**src/rtl/add16_nibble_serial_if.sv**
```systemverilog
// add16_nibble_serial_if: start/busy/done handshake and operand/result bus for the serial adder.
interface add16_nibble_serial_if #(parameter int WIDTH = 16);
    logic start, cin, busy, done, cout, ovf;
    logic [WIDTH-1:0] a, b, sum;
    modport master (output start, a, b, cin, input busy, done, sum, cout, ovf);
    modport slave (input start, a, b, cin, output busy, done, sum, cout, ovf);
endinterface

```
**src/rtl/add16_nibble_serial.sv**
```systemverilog
// add16_nibble_serial: WIDTH-bit adder iterating one nibble per cycle through a single 4-bit ripple slice.
module add_4 (
    input  logic [3:0] a,
    input  logic [3:0] b,
    input  logic       cin,
    output logic [3:0] sum,
    output logic       cout
);
    assign {cout, sum} = 5'(a) + 5'(b) + 5'(cin);
endmodule

module add16_nibble_serial #(parameter int WIDTH = 16) (
    input logic clk,
    input logic rst,
    add16_nibble_serial_if.slave bus
);
    localparam int NIB = WIDTH / 4;
    localparam int KW = NIB > 1 ? $clog2(NIB) : 1;
    typedef enum logic [1:0] {IDLE, RUN, FIN} state_t;
    state_t state, next;
    logic [WIDTH-1:0] a_reg, b_reg, sum_r;
    logic [KW-1:0] k;
    logic carry, cout_r, ovf_r, nc, last;
    logic [3:0] an, bn, ns;
    assign an = a_reg[4*int'(k) +: 4];
    assign bn = b_reg[4*int'(k) +: 4];
    assign last = k == KW'(NIB - 1);
    add_4 u_add (.a(an), .b(bn), .cin(carry), .sum(ns), .cout(nc));
    always_ff @(posedge clk)
        state <= rst ? IDLE : next;
    always_comb begin
        next = state == IDLE ? (bus.start ? RUN : IDLE) : state == RUN ? (last ? FIN : RUN) : IDLE;
        bus.busy = state == RUN;
        bus.done = state == FIN;
    end
    always_ff @(posedge clk) begin
        if (rst) begin
            a_reg <= '0;
            b_reg <= '0;
            carry <= 1'b0;
            k <= '0;
            sum_r <= '0;
            cout_r <= 1'b0;
            ovf_r <= 1'b0;
        end else if (state == IDLE && bus.start) begin
            a_reg <= bus.a;
            b_reg <= bus.b;
            carry <= bus.cin;
            k <= '0;
            sum_r <= '0;
        end else if (state == RUN) begin
            sum_r[4*int'(k) +: 4] <= ns;
            carry <= nc;
            k <= last ? k : k + KW'(1);
            if (last) begin
                cout_r <= nc;
                // carry into the MSB is a^b^sum at that bit; xor with carry out flags signed overflow
                ovf_r <= a_reg[WIDTH-1] ^ b_reg[WIDTH-1] ^ ns[3] ^ nc;
            end
        end
    end
    assign bus.sum = sum_r;
    assign bus.cout = cout_r;
    assign bus.ovf = ovf_r;
endmodule

```
**src/flat_wrapper.sv**
```systemverilog
// flat-port wrapper written by rule: the top's interface ports become plain ports
module add16_nibble_serial_flat 
#(parameter int WIDTH = 16)
  (clk, rst, bus_start, bus_a, bus_b, bus_cin, bus_busy, bus_done, bus_sum, bus_cout, bus_ovf);
  add16_nibble_serial_if #(.WIDTH(WIDTH)) bus_i ();
  input logic clk;
  input logic rst;
  input wire logic [$bits(bus_i.start)-1:0] bus_start;
  input wire logic [$bits(bus_i.a)-1:0] bus_a;
  input wire logic [$bits(bus_i.b)-1:0] bus_b;
  input wire logic [$bits(bus_i.cin)-1:0] bus_cin;
  output wire logic [$bits(bus_i.busy)-1:0] bus_busy;
  output wire logic [$bits(bus_i.done)-1:0] bus_done;
  output wire logic [$bits(bus_i.sum)-1:0] bus_sum;
  output wire logic [$bits(bus_i.cout)-1:0] bus_cout;
  output wire logic [$bits(bus_i.ovf)-1:0] bus_ovf;
  assign bus_i.start = bus_start;
  assign bus_i.a = bus_a;
  assign bus_i.b = bus_b;
  assign bus_i.cin = bus_cin;
  assign bus_busy = bus_i.busy;
  assign bus_done = bus_i.done;
  assign bus_sum = bus_i.sum;
  assign bus_cout = bus_i.cout;
  assign bus_ovf = bus_i.ovf;
  add16_nibble_serial #(.WIDTH(WIDTH)) u_core (.clk(clk), .rst(rst), .bus(bus_i));
endmodule
```
**config.mk**
```make
export PLATFORM = sky130hd
export DESIGN_NAME = add16_nibble_serial_flat
export DESIGN_NICKNAME = d
export VERILOG_FILES = /design/src/rtl/add16_nibble_serial_if.sv /design/src/rtl/add16_nibble_serial.sv /design/src/flat_wrapper.sv
export SDC_FILE = /design/constraint.sdc
export NUM_CORES = 1
export LEC_CHECK = 0
export BUFFER_PORTS_ARGS = -buffer_cell sky130_fd_sc_hd__buf_2
export CORE_UTILIZATION = 55
export CTS_CLUSTER_DIAMETER = 200
export CTS_CLUSTER_SIZE = 25
export DETAILED_ROUTE_END_ITERATION = 10
export PLACE_DENSITY_LB_ADDON = 0.3
export SLEW_MARGIN = 5
export SYNTH_ARGS = -nofsm -noshare
export SYNTH_HDL_FRONTEND = slang
export SYNTH_SLANG_ARGS = --single-unit
export TNS_END_PERCENT = 1
```
**constraint.sdc**
```tcl
create_clock -name clk -period 7.8 [get_ports clk]
set_clock_uncertainty 0.15 [all_clocks]
set_input_delay 1.56 -clock clk [delete_from_list [all_inputs] [get_ports clk]]
set_output_delay 1.56 -clock clk [all_outputs]
set_load 0.005 [all_outputs]
```
==> summary.md <==
| Metric | Value |
|---|---|
| Final worst path period share | `a little over two fifths` |
| Row Count | `23` |
| EDFF count, synth | `0` |
| Clk slew on worst S/H paths | `90 ps` |
| Post-synthesis sequential area ratio | `45.06%` |
| Post-route minimum period | `3383 ps` |
| RSZ-0062 raised after global routing | `no` |
| Final ANT Viol Nets | `0` |
| Vias in the first global route | `1842` |
| Num CTS Buffers | `5` |
| I/O pins | `56` |
| CP peak stage delay | `900 ps` |
| Final count of hold timing violations | `0` |
| CTS Root Cell | `clkbuf_8` |
| Cts repair resizes | `0` |
| DR pass1 iterations | `5` |
| Number of synthesized register bits | `55` |
| Synthesis-to-layout area growth | `15.11%` |
| Total global-route track usage | `22.79%` |
| Drt initial violations | `between 100 and 150` |
| CP required | `7840 ps` |
| Syn Nets | `around 320` |
| Final setup fails | `0` |
| Slowest cell on crit path | `dfxtp_1` |
| Fin worst setup slack | `4417 ps` |
| Share of cells above drive strength 1 | `23.91%` |
| Clock Sink Count | `55` |
| Critical Path End Type | `register` |
| Fmax achieved | `295.6 MHz` |
| Class of the worst hold path | `reg -> reg` |
| Max FO, Critical Path | `16` |
| Post-synthesis cell type count | `39` |
| HPWL Detailed | `approximately 3500 um` |
| Largest net degree at the start of global routing | `39` |
| Initial antenna violation count | `0` |
| Worst slew pin tran | `1109 ps` |
| Via count | `2047` |
| # fillers | `373` |
| Post-Synthesis Cells | `roughly 270` |
| Number of setup buffers added after CTS | `0` |
| Routed vias/inst | `around 5.5` |
| Status | `finished, final reports clean` |
| Pins Over Slew Limit | `0` |
| H-tree depth | `2` |
| Setup tns final | `0 ps` |
| I/O Buffers | `55` |
| Final wirelength | `4943 um` |
| CP arrival | `3430 ps` |
| Initial Utilization | `58.97%` |
| Post-Place Worst Slack | `4214 ps` |
| First-pass GRT wire length | `8017 um` |
| Yosys warnings | `0` |
| Clk_lat worst skew | `around 290 ps` |
| GP Congestion | `0.8000` |
| Synthesized area | `0.002444 mm^2` |
| Worst path cell trace | `mux4_2 -> fa_1 -> fa_1 -> nand3_2 -> nand3_1 -> a211o_1 -> a32o_1` |
| Nature of the critical path startpoint | `register` |
| Cts hold-fix bufs | `0` |
| CTS tree | `yes` |
| Die H | `68.66 um` |
| Pleak | `1.184 nW` |
| Routed wire length per instance | `13.29 um` |
| Residual DRC | `0` |
| Peak VDD IR | `approximately 0.18 mV` |
| Max Cap Viol | `0` |
| Crit path kind | `reg -> reg` |
| Deepest clock path buffer count | `2` |
| Max-slew headroom | `about a quarter` |
| Congestion Overflow GR | `0` |
| Total die area | `0.004714 mm^2` |
| Power Density | `between 150 and 200 mW/mm^2` |
| Post-synth ARST share | `0%` |
| Nets | `368` |
| Post-synth top flop | `dfxtp_1` |
| Core area | `around 0.0041 mm^2` |
| N_diodes | `0` |
| DIE WIDTH | `68.66 um` |
| Mean Syn Cell Area | `approximately 9 um^2` |
| Most frequent CP cell | `fa_1` |
-- cell families (layout without fill, tap and decap cells) --
family	Yosys count	in the layout	share of synthesized area (%)
simple gates	115	115	21.20
compound gates	63	63	15.62
flops	55	55	45.06
buf+inv	19	67	3.430
fa+ha+maj	11	11	6.247
mux	8	8	7.373
xor+xnor	3	3	1.075
-- stage by stage --
step	cell area [um^2]	hold WS (ps)	instances	util, %	total power [mW]
after global placement	2713	290.7	364	65.46	0.3824
after detailed placement	2713	295.1	364	65.46	0.3842
after floorplan	2444	283.1	274	-	0.3621
after CTS	2813	309.3	372	67.87	0.5463
after global routing	2813	331.7	372	67.87	0.5683
final	2813	306.2	372	67.87	0.5430
-- final cells by class --
| class | instances | area [um^2] | area share (%) |
|---|---|---|---|
| well taps | 50 | 62.56 | 2.224 |
| repair buffers | 55 | 275.3 | 9.786 |
| flip-flops and latches | 55 | 1101 | 39.15 |
| clock buffers | 8 | 100.1 | 3.559 |
| inverters | 4 | 15.01 | 0.5338 |
| multi-input cells | 200 | 1259 | 44.75 |
-- synthesized netlist by cell type, types with 2 or more instances --
master | count | share of area, %
a32oi_1 | 2 | 0.72
a211o_1 | 2 | 0.72
a22oi_1 | 12 | 3.7
buf_2 | 7 | 1.4
inv_1 | 3 | 0.46
nor2_1 | 21 | 3.2
fa_1 | 2 | 1.6
ha_1 | 9 | 4.6
mux4_2 | 8 | 7.4
clkbuf_1 | 6 | 0.92
and3_1 | 2 | 0.51
and2_1 | 2 | 0.51
nor2b_1 | 2 | 0.51
dfxtp_1 | 55 | 45
a21oi_1 | 39 | 8.0
nand2_1 | 74 | 11
xor2_1 | 2 | 0.72
nand3_1 | 5 | 1.0
-- power breakdown --
part	switching (mW)	leakage, nW	internal [mW]
Clock	0.0837	0.0515	0.0812
Combinational	0.0440	0.684	0.0319
Sequential	0.00966	0.449	0.293
Total	0.137	1.18	0.406
-- layer usage --
| layer | GRT usage [%] | wire length (um) |
|---|---|---|
| met1 | 28.69 | 2236 |
| met2 | 40.32 | 2402 |
| met3 | 4.276 | 258 |
| met4 | 4.688 | 46 |
| met5 | 0 | 0 |
-- worst max-delay path, delay by kind of cell (launching register included) --
family | cells | cell delay, ps
AO/OA/AOI/OAI | 2 | 510
multiplexers | 1 | 630
AND/OR/NAND/NOR | 2 | 200
flip-flops | 1 | 900
adder cells (fa/ha/maj) | 2 | 890
-- layout by cell type, fill, tap and decap left out --
cell / n
fa_1: 2
nor2_1: 21
a311oi_1: 1
and2_1: 2
a21oi_1: 39
nor4_2: 1
o211ai_1: 1
inv_1: 3
nand2_1: 74
and3_1: 2
nand3_2: 1
a21o_1: 1
ha_1: 9
clkinv_1: 1
nor2b_1: 2
a32oi_1: 2
and4bb_1: 1
clkbuf_8: 7
nand2b_1: 1
nor3_1: 1
nand3b_2: 1
dfxtp_1: 55
a22oi_1: 12
nor4b_4: 1
buf_2: 55
mux4_2: 8
o21ai_0: 1
a32o_1: 1
xnor2_1: 1
a21oi_2: 1
a211o_1: 2
xor2_1: 2
nand3_1: 5
nand2b_2: 1
and3b_1: 1
o21ai_1: 1
clkbuf_1: 1
a21o_2: 1
-- path summary, 6_finish.rpt --
check	cells past startpoint	end	from	slack, ps
worst max-delay path	7	u_core.bus.ovf$_SDFFE_PP0P_	u_core.k[0]$_SDFFE_PP0P_	4420
worst min-delay path	2	u_core.b_reg[6]$_SDFFE_PP0P_	u_core.b_reg[6]$_SDFFE_PP0P_	310
worst max register to register	7	u_core.bus.ovf$_SDFFE_PP0P_	u_core.k[0]$_SDFFE_PP0P_	4420
worst min register to register	2	u_core.b_reg[6]$_SDFFE_PP0P_	u_core.b_reg[6]$_SDFFE_PP0P_	310
No activity file was read; power rests on OpenSTA's default activity.
